## config.mk

```make
export PLATFORM = sky130hd
export DESIGN_NAME = mul_unit
export DESIGN_NICKNAME = d
export VERILOG_FILES = /design/src/rtl/mul_unit_pkg.sv /design/src/rtl/mul_step.sv /design/src/rtl/mul_unit.sv
export SDC_FILE = /design/constraint.sdc
export NUM_CORES = 1
export LEC_CHECK = 0
export ABC_AREA = 1
export CAP_MARGIN = 20
export CORE_MARGIN = 1.5
export CORE_UTILIZATION = 35
export CTS_CLUSTER_DIAMETER = 30
export DETAILED_ROUTE_END_ITERATION = 10
export PLACE_DENSITY = 0.52
export SLEW_MARGIN = 30
export SYNTH_ARGS = -nofsm -noshare
export SYNTH_HDL_FRONTEND = slang
export SYNTH_SLANG_ARGS = --single-unit
```

## constraint.sdc

```tcl
create_clock -name clk -period 7.9 [get_ports clk]
set_clock_uncertainty 0.05 [all_clocks]
set_input_delay 1.185 -clock clk [delete_from_list [all_inputs] [get_ports clk]]
set_output_delay 1.185 -clock clk [all_outputs]
set_load 0.05 [all_outputs]
```

## src/rtl/mul_unit_pkg.sv

```systemverilog
// -----------------------------------------------------------------------------
// mul_unit_pkg
//
// Purpose: shared encodings for the EX-stage multiply unit. Holds the 2-bit
// mulctl op-select codes driven by the EX-stage controller, the multiply FSM
// state encoding, and helpers that say which operands are signed for each op.
//
// Contents:
//   MULCTL_MUL / MULCTL_MULH / MULCTL_MULHSU / MULCTL_MULHU  op-select codes
//   mul_state_e                                              FSM state encoding
//   rs1_is_signed(op), rs2_is_signed(op)                     operand signedness
// -----------------------------------------------------------------------------
package mul_unit_pkg;

    // Op-select codes on mulctl, as issued by the EX-stage controller.
    localparam logic [1:0] MULCTL_MUL    = 2'b00;
    localparam logic [1:0] MULCTL_MULH   = 2'b01;
    localparam logic [1:0] MULCTL_MULHSU = 2'b10;
    localparam logic [1:0] MULCTL_MULHU  = 2'b11;

    // Multiply FSM state encoding.
    localparam logic [1:0] STATE_IDLE = 2'b00;
    localparam logic [1:0] STATE_RUN  = 2'b01;
    localparam logic [1:0] STATE_DONE = 2'b10;

    typedef enum logic [1:0] {
        ST_IDLE = STATE_IDLE,
        ST_RUN  = STATE_RUN,
        ST_DONE = STATE_DONE
    } mul_state_e;

    // rs1 is treated as signed for mulh and mulhsu.
    function automatic logic rs1_is_signed(input logic [1:0] op);
        return (op == MULCTL_MULH) || (op == MULCTL_MULHSU);
    endfunction

    // rs2 is treated as signed for mulh only.
    function automatic logic rs2_is_signed(input logic [1:0] op);
        return (op == MULCTL_MULH);
    endfunction

endpackage

```

## src/rtl/mul_step.sv

```systemverilog
// -----------------------------------------------------------------------------
// mul_step
//
// Purpose: one shift-add step of the iterative multiplier. Adds the already
// aligned multiplicand, shifted by a further i places, for every set bit i of
// the BITS_PER_CYCLE multiplier bits retired this cycle.
//
// Ports:
//   acc          in   2*XLEN        running partial product
//   mcand        in   2*XLEN        multiplicand aligned to the current position
//   mplier_bits  in   BITS_PER_CYCLE multiplier bits for this step, LSB first
//   acc_next     out  2*XLEN        partial product after this step
// -----------------------------------------------------------------------------
module mul_step
    import mul_unit_pkg::*;
#(
    parameter int XLEN           = 32,
    parameter int BITS_PER_CYCLE = 1
) (
    input  logic [2*XLEN-1:0]         acc,
    input  logic [2*XLEN-1:0]         mcand,
    input  logic [BITS_PER_CYCLE-1:0] mplier_bits,
    output logic [2*XLEN-1:0]         acc_next
);

    // Conditional-add chain: one adder per retired bit. Sums wrap mod 2^(2*XLEN),
    // which is exactly the wrap the product needs.
    always_comb begin
        acc_next = acc;
        for (int i = 0; i < BITS_PER_CYCLE; i++) begin
            if (mplier_bits[i]) begin
                acc_next = acc_next + (mcand << i);
            end
        end
    end

endmodule

```

## src/rtl/mul_unit.sv

```systemverilog
// -----------------------------------------------------------------------------
// mul_unit
//
// Purpose: iterative shift-add multiply unit for the RV32M multiply group
// (mul, mulh, mulhsu, mulhu). Signed ops are handled by multiplying unsigned
// magnitudes and negating the 2*XLEN product at the end when exactly one
// signed operand was negative. One-cycle mul_done pulse; result is held until
// the next completion.
//
// Ports:
//   clk       in   1     rising-edge clock
//   rst       in   1     synchronous active-high reset
//   start     in   1     request, sampled only while ready=1
//   mulctl    in   2     op select: 00 mul, 01 mulh, 10 mulhsu, 11 mulhu
//   rs1       in   XLEN  multiplicand
//   rs2       in   XLEN  multiplier
//   flush     in   1     kills any in-flight operation
//   ready     out  1     start will be accepted (IDLE or DONE)
//   mul_done  out  1     one-cycle pulse, result valid
//   result    out  XLEN  low half for mul, high half otherwise
// -----------------------------------------------------------------------------
module mul_unit
    import mul_unit_pkg::*;
#(
    parameter int XLEN           = 32,
    parameter int BITS_PER_CYCLE = 1
) (
    input  logic            clk,
    input  logic            rst,
    input  logic            start,
    input  logic [1:0]      mulctl,
    input  logic [XLEN-1:0] rs1,
    input  logic [XLEN-1:0] rs2,
    input  logic            flush,
    output logic            ready,
    output logic            mul_done,
    output logic [XLEN-1:0] result
);

    localparam int STEPS = XLEN / BITS_PER_CYCLE;
    localparam int CNT_W = $clog2(STEPS + 1);

    // Reject configurations the datapath was not built for.
    if (XLEN != 32) begin : g_bad_xlen
        $error("mul_unit: only XLEN=32 is supported");
    end
    if (!(BITS_PER_CYCLE == 1 || BITS_PER_CYCLE == 2 ||
          BITS_PER_CYCLE == 4 || BITS_PER_CYCLE == 8)) begin : g_bad_bpc
        $error("mul_unit: BITS_PER_CYCLE must be 1, 2, 4 or 8");
    end

    mul_state_e             state_q;
    mul_state_e             state_d;

    logic [1:0]             op_q;
    logic                   neg_q;
    logic [2*XLEN-1:0]      mcand_q;
    logic [XLEN-1:0]        mplier_q;
    logic [2*XLEN-1:0]      acc_q;
    logic [CNT_W-1:0]       cnt_q;
    logic [XLEN-1:0]        result_q;

    logic                   accept;
    logic                   last_step;
    logic                   rs1_neg;
    logic                   rs2_neg;
    logic [XLEN-1:0]        rs1_mag;
    logic [XLEN-1:0]        rs2_mag;
    logic [2*XLEN-1:0]      acc_next;
    logic [2*XLEN-1:0]      product;

    // Operand pre-processing: an operand is negated to its magnitude only if it
    // is signed for this op and its MSB is set. -2^31 maps to 2^31 unsigned,
    // which the unsigned datapath handles without special casing.
    always_comb begin
        rs1_neg = rs1_is_signed(mulctl) & rs1[XLEN-1];
        rs2_neg = rs2_is_signed(mulctl) & rs2[XLEN-1];
        rs1_mag = rs1_neg ? -rs1 : rs1;
        rs2_mag = rs2_neg ? -rs2 : rs2;
    end

    // Handshake and completion qualifiers shared by the FSM and the datapath.
    always_comb begin
        accept    = ready && start && !flush;
        last_step = (state_q == ST_RUN) && (cnt_q == CNT_W'(STEPS - 1));
    end

    mul_step #(
        .XLEN           (XLEN),
        .BITS_PER_CYCLE (BITS_PER_CYCLE)
    ) u_mul_step (
        .acc         (acc_q),
        .mcand       (mcand_q),
        .mplier_bits (mplier_q[BITS_PER_CYCLE-1:0]),
        .acc_next    (acc_next)
    );

    // Post-processing: the final step's sum is negated as a full 2*XLEN value
    // so the high half comes out right for the signed ops.
    always_comb begin
        product = neg_q ? -acc_next : acc_next;
    end

    // State register.
    always_ff @(posedge clk) begin
        if (rst) begin
            state_q <= ST_IDLE;
        end else begin
            state_q <= state_d;
        end
    end

    // Next-state and handshake outputs. flush beats both a new start and the
    // completing step on the same edge.
    always_comb begin
        state_d  = state_q;
        ready    = 1'b0;
        mul_done = 1'b0;
        case (state_q)
            ST_IDLE: begin
                ready = 1'b1;
                if (start) begin
                    state_d = ST_RUN;
                end
            end
            ST_RUN: begin
                if (last_step) begin
                    state_d = ST_DONE;
                end
            end
            ST_DONE: begin
                ready    = 1'b1;
                mul_done = 1'b1;
                state_d  = start ? ST_RUN : ST_IDLE;
            end
            default: begin
                state_d = ST_IDLE;
            end
        endcase
        if (flush) begin
            state_d = ST_IDLE;
        end
    end

    // Datapath: capture magnitudes on accept, then retire BITS_PER_CYCLE
    // multiplier bits per RUN edge by shifting the multiplicand up and the
    // multiplier down. The result register only moves on a completing edge,
    // so it holds across DONE, IDLE, back-to-back starts and flushes.
    always_ff @(posedge clk) begin
        if (rst) begin
            op_q     <= '0;
            neg_q    <= 1'b0;
            mcand_q  <= '0;
            mplier_q <= '0;
            acc_q    <= '0;
            cnt_q    <= '0;
            result_q <= '0;
        end else if (accept) begin
            op_q     <= mulctl;
            neg_q    <= rs1_neg ^ rs2_neg;
            mcand_q  <= {{XLEN{1'b0}}, rs1_mag};
            mplier_q <= rs2_mag;
            acc_q    <= '0;
            cnt_q    <= '0;
        end else if ((state_q == ST_RUN) && !flush) begin
            acc_q    <= acc_next;
            mcand_q  <= mcand_q << BITS_PER_CYCLE;
            mplier_q <= mplier_q >> BITS_PER_CYCLE;
            cnt_q    <= cnt_q + CNT_W'(1);
            if (last_step) begin
                result_q <= (op_q == MULCTL_MUL) ? product[XLEN-1:0]
                                                 : product[2*XLEN-1:XLEN];
            end
        end
    end

    assign result = result_q;

endmodule
```

# Yosys cells after proc, flatten, opt, wreduce, memory -nomap -nowiden
# Cells that the tools add are included.
[classes]
n_reduce_logical = 14
n_bitwise = 4
mux = 15
n_eq_ne = 7
n_addsub = 5
[ops]
columns = ["cell", "count"]
rows = [
  ["two-way mux 32 bit", 7],
  ["two-way mux 64 bit", 2],
  ["adder 64 bit", 1],
  ["negator 32 bit", 2],
  ["negator 64 bit", 1],
  ["adder 6 x 1 -> 6 bit (second input constant)", 1],
  ["equality test 6 x 5 -> 1 bit (second input constant)", 1],
  ["one-hot mux 2 bit (3 select lines)", 1],
  ["OR reduction 2 bit", 3],
  ["equality test 2 x 1 -> 1 bit (second input constant)", 2],
  ["equality test 2 bit (second input constant)", 2],
  ["logical AND 1 bit", 4],
  ["logical NOT 2 bit", 2],
  ["two-way mux 2 bit", 2],
  ["inequality test 2 bit (second input constant)", 2],
  ["two-way mux 1 bit", 3],
  ["AND reduction 3 bit", 1],
  ["AND 1 bit", 2],
  ["AND reduction 2 bit", 1],
  ["nonzero test 2 bit", 1],
  ["logical NOT 1 bit", 1],
  ["logical OR 1 bit", 1],
  ["inverter 1 bit", 1],
  ["bitwise XOR 1 bit", 1],
]
[totals]
elab_cells = 54
input_bits = 70
reg_bits = 203

# Longest topological paths before layout
[logic_depth]
word_depth = 7
ltp_mapped = 26
depth_no_buf = 26

# Hierarchy
# A second synthesis with hierarchy kept.
[unflattened]
cells_unflattened = 3401
area_unflattened_um2 = 18619.1
[modules_own_cells]
columns = ["module", "seq_area_each_um2", "instances", "area_each_um2", "cells_each"]
rows = [
  ["mul_unit", 4063.9, 1, 12109.1, 1972],
  ["mul_step", 0.0, 1, 6510.0, 1429],
]

# Least setup slack after synthesis
# No wires, ideal clock.
[synth_path]
path_kind = "input port to flip-flop"
from = "input rs2[1]"
to = "register mplier_q[26]"
path_buffers = 0
arrival_ns = 3.138
path_slack_ns = 4.581
cell_stages = 16
path_cell_list = "inv_1 ha_1 inv_1 nor3_2 nand2_1 nor3_2 nand2_1 nor3_1 nand2_1 nor3_2 nand2_1 nor3_2 a21oi_1 or2_2 nand3_1 a31oi_1"
[synth_via]
elab_chain_len = 3
[synth_rtl]
columns = ["element", "line_no", "rtl"]
rows = [
  ["from (decl)", "mul_unit.sv:33", "input logic [XLEN-1:0] rs2,"],
  ["negator 32 bit", "mul_unit.sv:79", "rs2_mag = rs2_neg ? -rs2 : rs2;"],
  ["two-way mux 32 bit", "mul_unit.sv:79", ""],
  ["two-way mux 32 bit", "mul_unit.sv:158", "end else if (accept) begin"],
  ["to (signal assigned)", "mul_unit.sv:162", "mplier_q <= rs2_mag;"],
  ["to (signal assigned)", "mul_unit.sv:168", "mplier_q <= mplier_q >> BITS_PER_CYCLE;"],
  ["to (decl)", "mul_unit.sv:58", "logic [XLEN-1:0] mplier_q;"],
]
# Every way passes these cells.
# A chain may end at the register's enable or synchronous reset.

# Final worst setup path
[layout_path]
from = "register mcand_q[0]"
to = "register result_q[23], in the netlist result[23]"
[layout_via]
elab_chain_len = 5
[layout_rtl]
columns = ["element", "line_no", "rtl"]
rows = [
  ["from (decl)", "mul_unit.sv:57", "logic [2*XLEN-1:0] mcand_q;"],
  ["from (signal assigned)", "mul_unit.sv:161", "mcand_q <= {{XLEN{1'b0}}, rs1_mag};"],
  ["from (signal assigned)", "mul_unit.sv:167", "mcand_q <= mcand_q << BITS_PER_CYCLE;"],
  ["adder 64 bit (*)", "mul_step.sv:32", "acc_next = acc_next + (mcand << i);"],
  ["two-way mux 64 bit (*)", "mul_step.sv:31", "if (mplier_bits[i]) begin"],
  ["negator 64 bit", "mul_unit.sv:101", "product = neg_q ? -acc_next : acc_next;"],
  ["two-way mux 64 bit (*)", "mul_unit.sv:101", ""],
  ["two-way mux 32 bit (*)", "mul_unit.sv:171", "result_q <= (op_q == MULCTL_MUL) ? product[XLEN-1:0]"],
  ["to (signal assigned)", "mul_unit.sv:171", ""],
  ["to (decl)", "mul_unit.sv:61", "logic [XLEN-1:0] result_q;"],
]
# Mark *: on every way between the ends. The rest lies on a longest branch, timed or not.

==> flow_summary_export.csv <==
group,metric,value,unit
place,placed_area,0.02053,mm^2
place,place_hpwl,58910,um
global_routing,antenna_found_initial,1,
worst_setup_path,path_buf_inv,3,
timing,final_max_slew_viol_count,0,
global_routing,grt_usage,0.2681,
clock_tree,cts_tree,"done",
worst_setup_path,rr_endpoint,"result[23]$_SDFFE_PP0P_",
finish,syn_to_final_growth,20.33,%
pwr,comb_power_share,0.154,
clock_tree,ctsHtreeMaxLevel,3,
finish,fin_cells,4306,
timing,min_period_over_period,0.5361,
worst_setup_path,cp-end-kind,"register",
place,portBuffers,103,
floorplan,die_area,0.05548,mm^2
worst_setup_path,rr_worst_depth,25,
pwr,power_frac_seq,0.248,
logic_synthesis,synth_area_per_cell,5.427,um^2
timing,slew_headroom,0.3752,
finish,diodes,0,
global_routing,overflow,0,
pwr,intPower,3145,uW
detailed_routing,drtPass1Iterations,6,
worst_setup_path,path_class,"register to register",
worst_setup_path,slowest_delay,0.41,ns
clock_tree,cts_hold_buf,0,
worst_setup_path,crit_required,8.30,ns
detailed_routing,viasPerCell,5.033,
detailed_routing,routed-via-count,21670,
timing,fin_crit,4.235,ns
worst_hold_path,hold_end,"mcand_q[38]$_SDFFE_PP0P_",
worst_setup_path,arrival,4.63,ns
worst_hold_path,worstHoldPathCells,2,
floorplan,die_height,235.6,um
pwr,ir_worst_vdd,0.1758,mV
worst_setup_path,r2r-start,"mcand_q[0]$_SDFFE_PP0P_",
worst_setup_path,critPathTopFamily,"simple AND/OR/NAND/NOR gates",
finish,drive_gt1_frac,0.07645,
place,post-place-ws,3.648,ns
worst_setup_path,start_kind,"register",
logic_synthesis,netlist_instances,3488,
finish,final_area,0.02278,mm^2
detailed_routing,ant_nets,0,
pwr,power_leakage,0.01162,uW
finish,fillerInstances,6027,
timing,setup_tns,0,ns
timing,setup_viol,0,
detailed_routing,remaining_drc_errors,0,
outcome,outcome,"completed",
pwr,p_per_area,193.2,mW/mm^2
worst_setup_path,cp_max_fo,4,
logic_synthesis,synth_nets,3627,
place,dp_cells,4191,
global_routing,grt_pass1_vias,19952,
worst_setup_path,cpMostUsedCell,"nand2_1",
place,gp_congestion,0.9549,
timing,rsz0062_at_grt,"false",
worst_hold_path,worstHoldStart,"mcand_q[37]$_SDFFE_PP0P_",
detailed_routing,wl_per_cell,17.44,um
floorplan,pin_count,104,
clock_tree,cts_buffers,66,
logic_synthesis,ys_async_sr_fraction,0,
clock_tree,numClockSinks,203,
worst_setup_path,cp_slowest_cell,"dfxtp_1",
clock_tree,clock_tree.buffer_depth,3,
floorplan,rows,85,
floorplan,start_util,0.3531,
clock_tree,post-cts-setup-buffer-count,0,
pwr,power_switching,1256,uW
clock_tree,cts_root_buf,"clkbuf_16",
logic_synthesis,synth_area,0.01893,mm^2
clock_tree,path_clk_slew,0.04,ns
clock_tree,cts_repair_resize_count,0,
logic_synthesis,synth_warnings,0,
floorplan,die_w,235.6,um
finish,nets,3702,
pwr,p_clk_frac,0.598,
worst_hold_path,hold_class,"register to register",
logic_synthesis,synth_cell_types,44,
global_routing,grt_pass1_wl,115000,um
logic_synthesis,synth_seq_cells,203,
detailed_routing,route.final.wire_length,75110,um
clock_tree,clk_latency,0.58,ns
flow_run,maxCapViolations,0,
finish,fin_util,0.4249,
floorplan,core,0.05360,mm^2
worst_setup_path,reg2reg_slack,3.67,ns
logic_synthesis,synth_edf_count,0,
timing,hold_violations,0,
logic_synthesis,ys_seq_area_frac,0.2147,
timing,tightest_slew,0.9372,ns
logic_synthesis,ys.flop_type,"dfxtp_1",
pwr,swShare,0.2854,
timing,fin_ws,3.665,ns
timing,fmax,236.1,MHz
global_routing,grt_max_degree,87,
detailed_routing,drt-initial-drc-count,2018,
==> flip-flops by register name, indices dropped and copies added, names as in the netlist <==
register	flops
mplier_q	32
acc_q	64
cnt_q	6
state_q	2
neg_q	1
result	32
mcand_q	64
op_q	2
==> cell families (layout without fill, tap and decap cells) <==
logic type / Yosys count / in the layout / synth area share
and+or+nand+nor: 2004 / 2004 / 0.4473
buffers and inverters: 701 / 823 / 0.1404
AOI/OAI and AO/OA: 501 / 501 / 0.1470
DFF: 203 / 203 / 0.2147
adders and majority gates: 69 / 69 / 0.04601
xor gates and xnor gates: 10 / 10 / 0.004627
==> tightest hold or removal path, stage by stage, from the launching register on <==
cell and delay, ns:
dfxtp_1 0.32, nand2_1 0.07, a21oi_1 0.05
==> final cells by class <==
type | count | area (um^2) | share of cell area
multi-input cells | 2584 | 12230 | 0.5369
well taps | 696 | 870.8 | 0.03823
flip-flops and latches | 203 | 4069 | 0.1786
repair buffers | 120 | 1157 | 0.05081
inverters | 588 | 2210 | 0.09701
clock buffers | 89 | 1961 | 0.08608
clock inverters | 26 | 280.3 | 0.01231
==> placed cells by master, fill, tap and decap left out, types with 3 or more instances in the layout <==
cell type,netlist,routed
nand2_1,1233,1231
o21ai_1,5,5
o211ai_1,37,37
nand3b_1,14,14
xor2_1,6,6
nand2_4,2,3
clkbuf_16,0,68
nor2_4,10,11
nor4_1,4,4
clkinv_1,3,3
nor3_2,6,6
nor2_2,18,20
o21bai_1,4,4
inv_1,573,570
o21ai_0,152,152
or2_2,22,22
o22ai_1,8,8
dfxtp_1,203,201
nand3_1,285,285
clkbuf_8,0,18
clkdlybuf4s50_1,0,102
nand4_1,19,19
inv_2,12,14
a21oi_2,6,6
o21ai_2,5,5
buf_4,2,16
nand3_2,16,16
nor2_1,299,296
xnor2_1,4,4
clkbuf_1,73,3
a31oi_1,68,68
clkinvlp_4,0,4
clkinv_2,0,15
nand2_2,37,38
ha_1,68,68
nor3_1,35,35
a21oi_1,207,207
bufinv_16,0,5
==> cell usage after synthesis, types with 2 or more instances <==
| library cell | number | area share |
|---|---|---|
| a21boi_1 | 2 | 0.00079 |
| nand3b_1 | 14 | 0.0056 |
| a31oi_1 | 68 | 0.022 |
| o21bai_1 | 4 | 0.0016 |
| clkinv_1 | 3 | 0.00059 |
| nor2_2 | 18 | 0.0059 |
| or2_2 | 22 | 0.0073 |
| o21ai_0 | 152 | 0.040 |
| buf_4 | 2 | 0.00079 |
| o21ai_1 | 5 | 0.0013 |
| nand3_1 | 285 | 0.075 |
| and3_1 | 2 | 0.00066 |
| nand2_1 | 1233 | 0.24 |
| inv_1 | 573 | 0.11 |
| nand2_4 | 2 | 0.0012 |
| buf_1 | 23 | 0.0046 |
| xor2_1 | 6 | 0.0028 |
| o21ai_2 | 5 | 0.0023 |
| buf_2 | 15 | 0.0040 |
| a221oi_1 | 2 | 0.00093 |
| clkbuf_1 | 73 | 0.014 |
| nor4_1 | 4 | 0.0013 |
| o211ai_1 | 37 | 0.015 |
| nand4_1 | 19 | 0.0063 |
| o31ai_1 | 2 | 0.00079 |
| nand3_2 | 16 | 0.0085 |
| a21oi_1 | 207 | 0.055 |
| nand2_2 | 37 | 0.012 |
| o22ai_1 | 8 | 0.0026 |
| nor2_4 | 10 | 0.0059 |
| a21oi_2 | 6 | 0.0028 |
| nor2_1 | 299 | 0.059 |
| inv_2 | 12 | 0.0024 |
| xnor2_1 | 4 | 0.0019 |
| nor3_2 | 6 | 0.0032 |
| ha_1 | 68 | 0.045 |
| nor3_1 | 35 | 0.0093 |
| dfxtp_1 | 203 | 0.21 |
==> power by group through the flow <==
| stage | Combinational, uW | Sequential, uW | Clock, uW |
|---|---|---|---|
| after CTS | 669 | 1090 | 2670 |
| after floorplan | 469 | 1090 | 0 |
| after global placement | 666 | 1110 | 0 |
| after detailed placement | 666 | 1110 | 0 |
| final | 677 | 1090 | 2630 |
| after global routing | 757 | 1090 | 2720 |
==> per-layer routing <==
metal / up-vias / share of wire / global-route usage
met1: 9783 / 0.47 / 0.3708
met3: 120 / 0.065 / 0.04726
li1: 11155 / - / -
met2: 612 / 0.43 / 0.4162
met5: - / 0 / 0
met4: 0 / 0.032 / 0.09560
==> worst max path at each step <==
| stage | slack (ns) | from | end | cells past startpoint |
|---|---|---|---|---|
| 2_1_floorplan | 4.58 | rs2[1] | mplier_q[26]$_SDFFE_PP0P_ | 16 |
| 3_3_place_gp | 3.44 | start | mplier_q[30]$_SDFFE_PP0P_ | 11 |
| 3_5_place_dp | 3.65 | rs2[0] | mplier_q[26]$_SDFFE_PP0P_ | 17 |
| 4_1_cts | 3.82 | mcand_q[0]$_SDFFE_PP0P_ | result[23]$_SDFFE_PP0P_ | 25 |
| 5_1_grt | 3.45 | mcand_q[0]$_SDFFE_PP0P_ | result[26]$_SDFFE_PP0P_ | 26 |
| 6_report | 3.67 | mcand_q[0]$_SDFFE_PP0P_ | result[23]$_SDFFE_PP0P_ | 25 |
==> per-stage QoR <==
stage,hold slack [ns],total power [uW]
final,0.4143,4401
after global routing,0.4451,4572
after CTS,0.4133,4432
after detailed placement,0.4167,1774
after global placement,0.4117,1775
after floorplan,0.3956,1560
No activity file was read; power rests on OpenSTA's default activity.
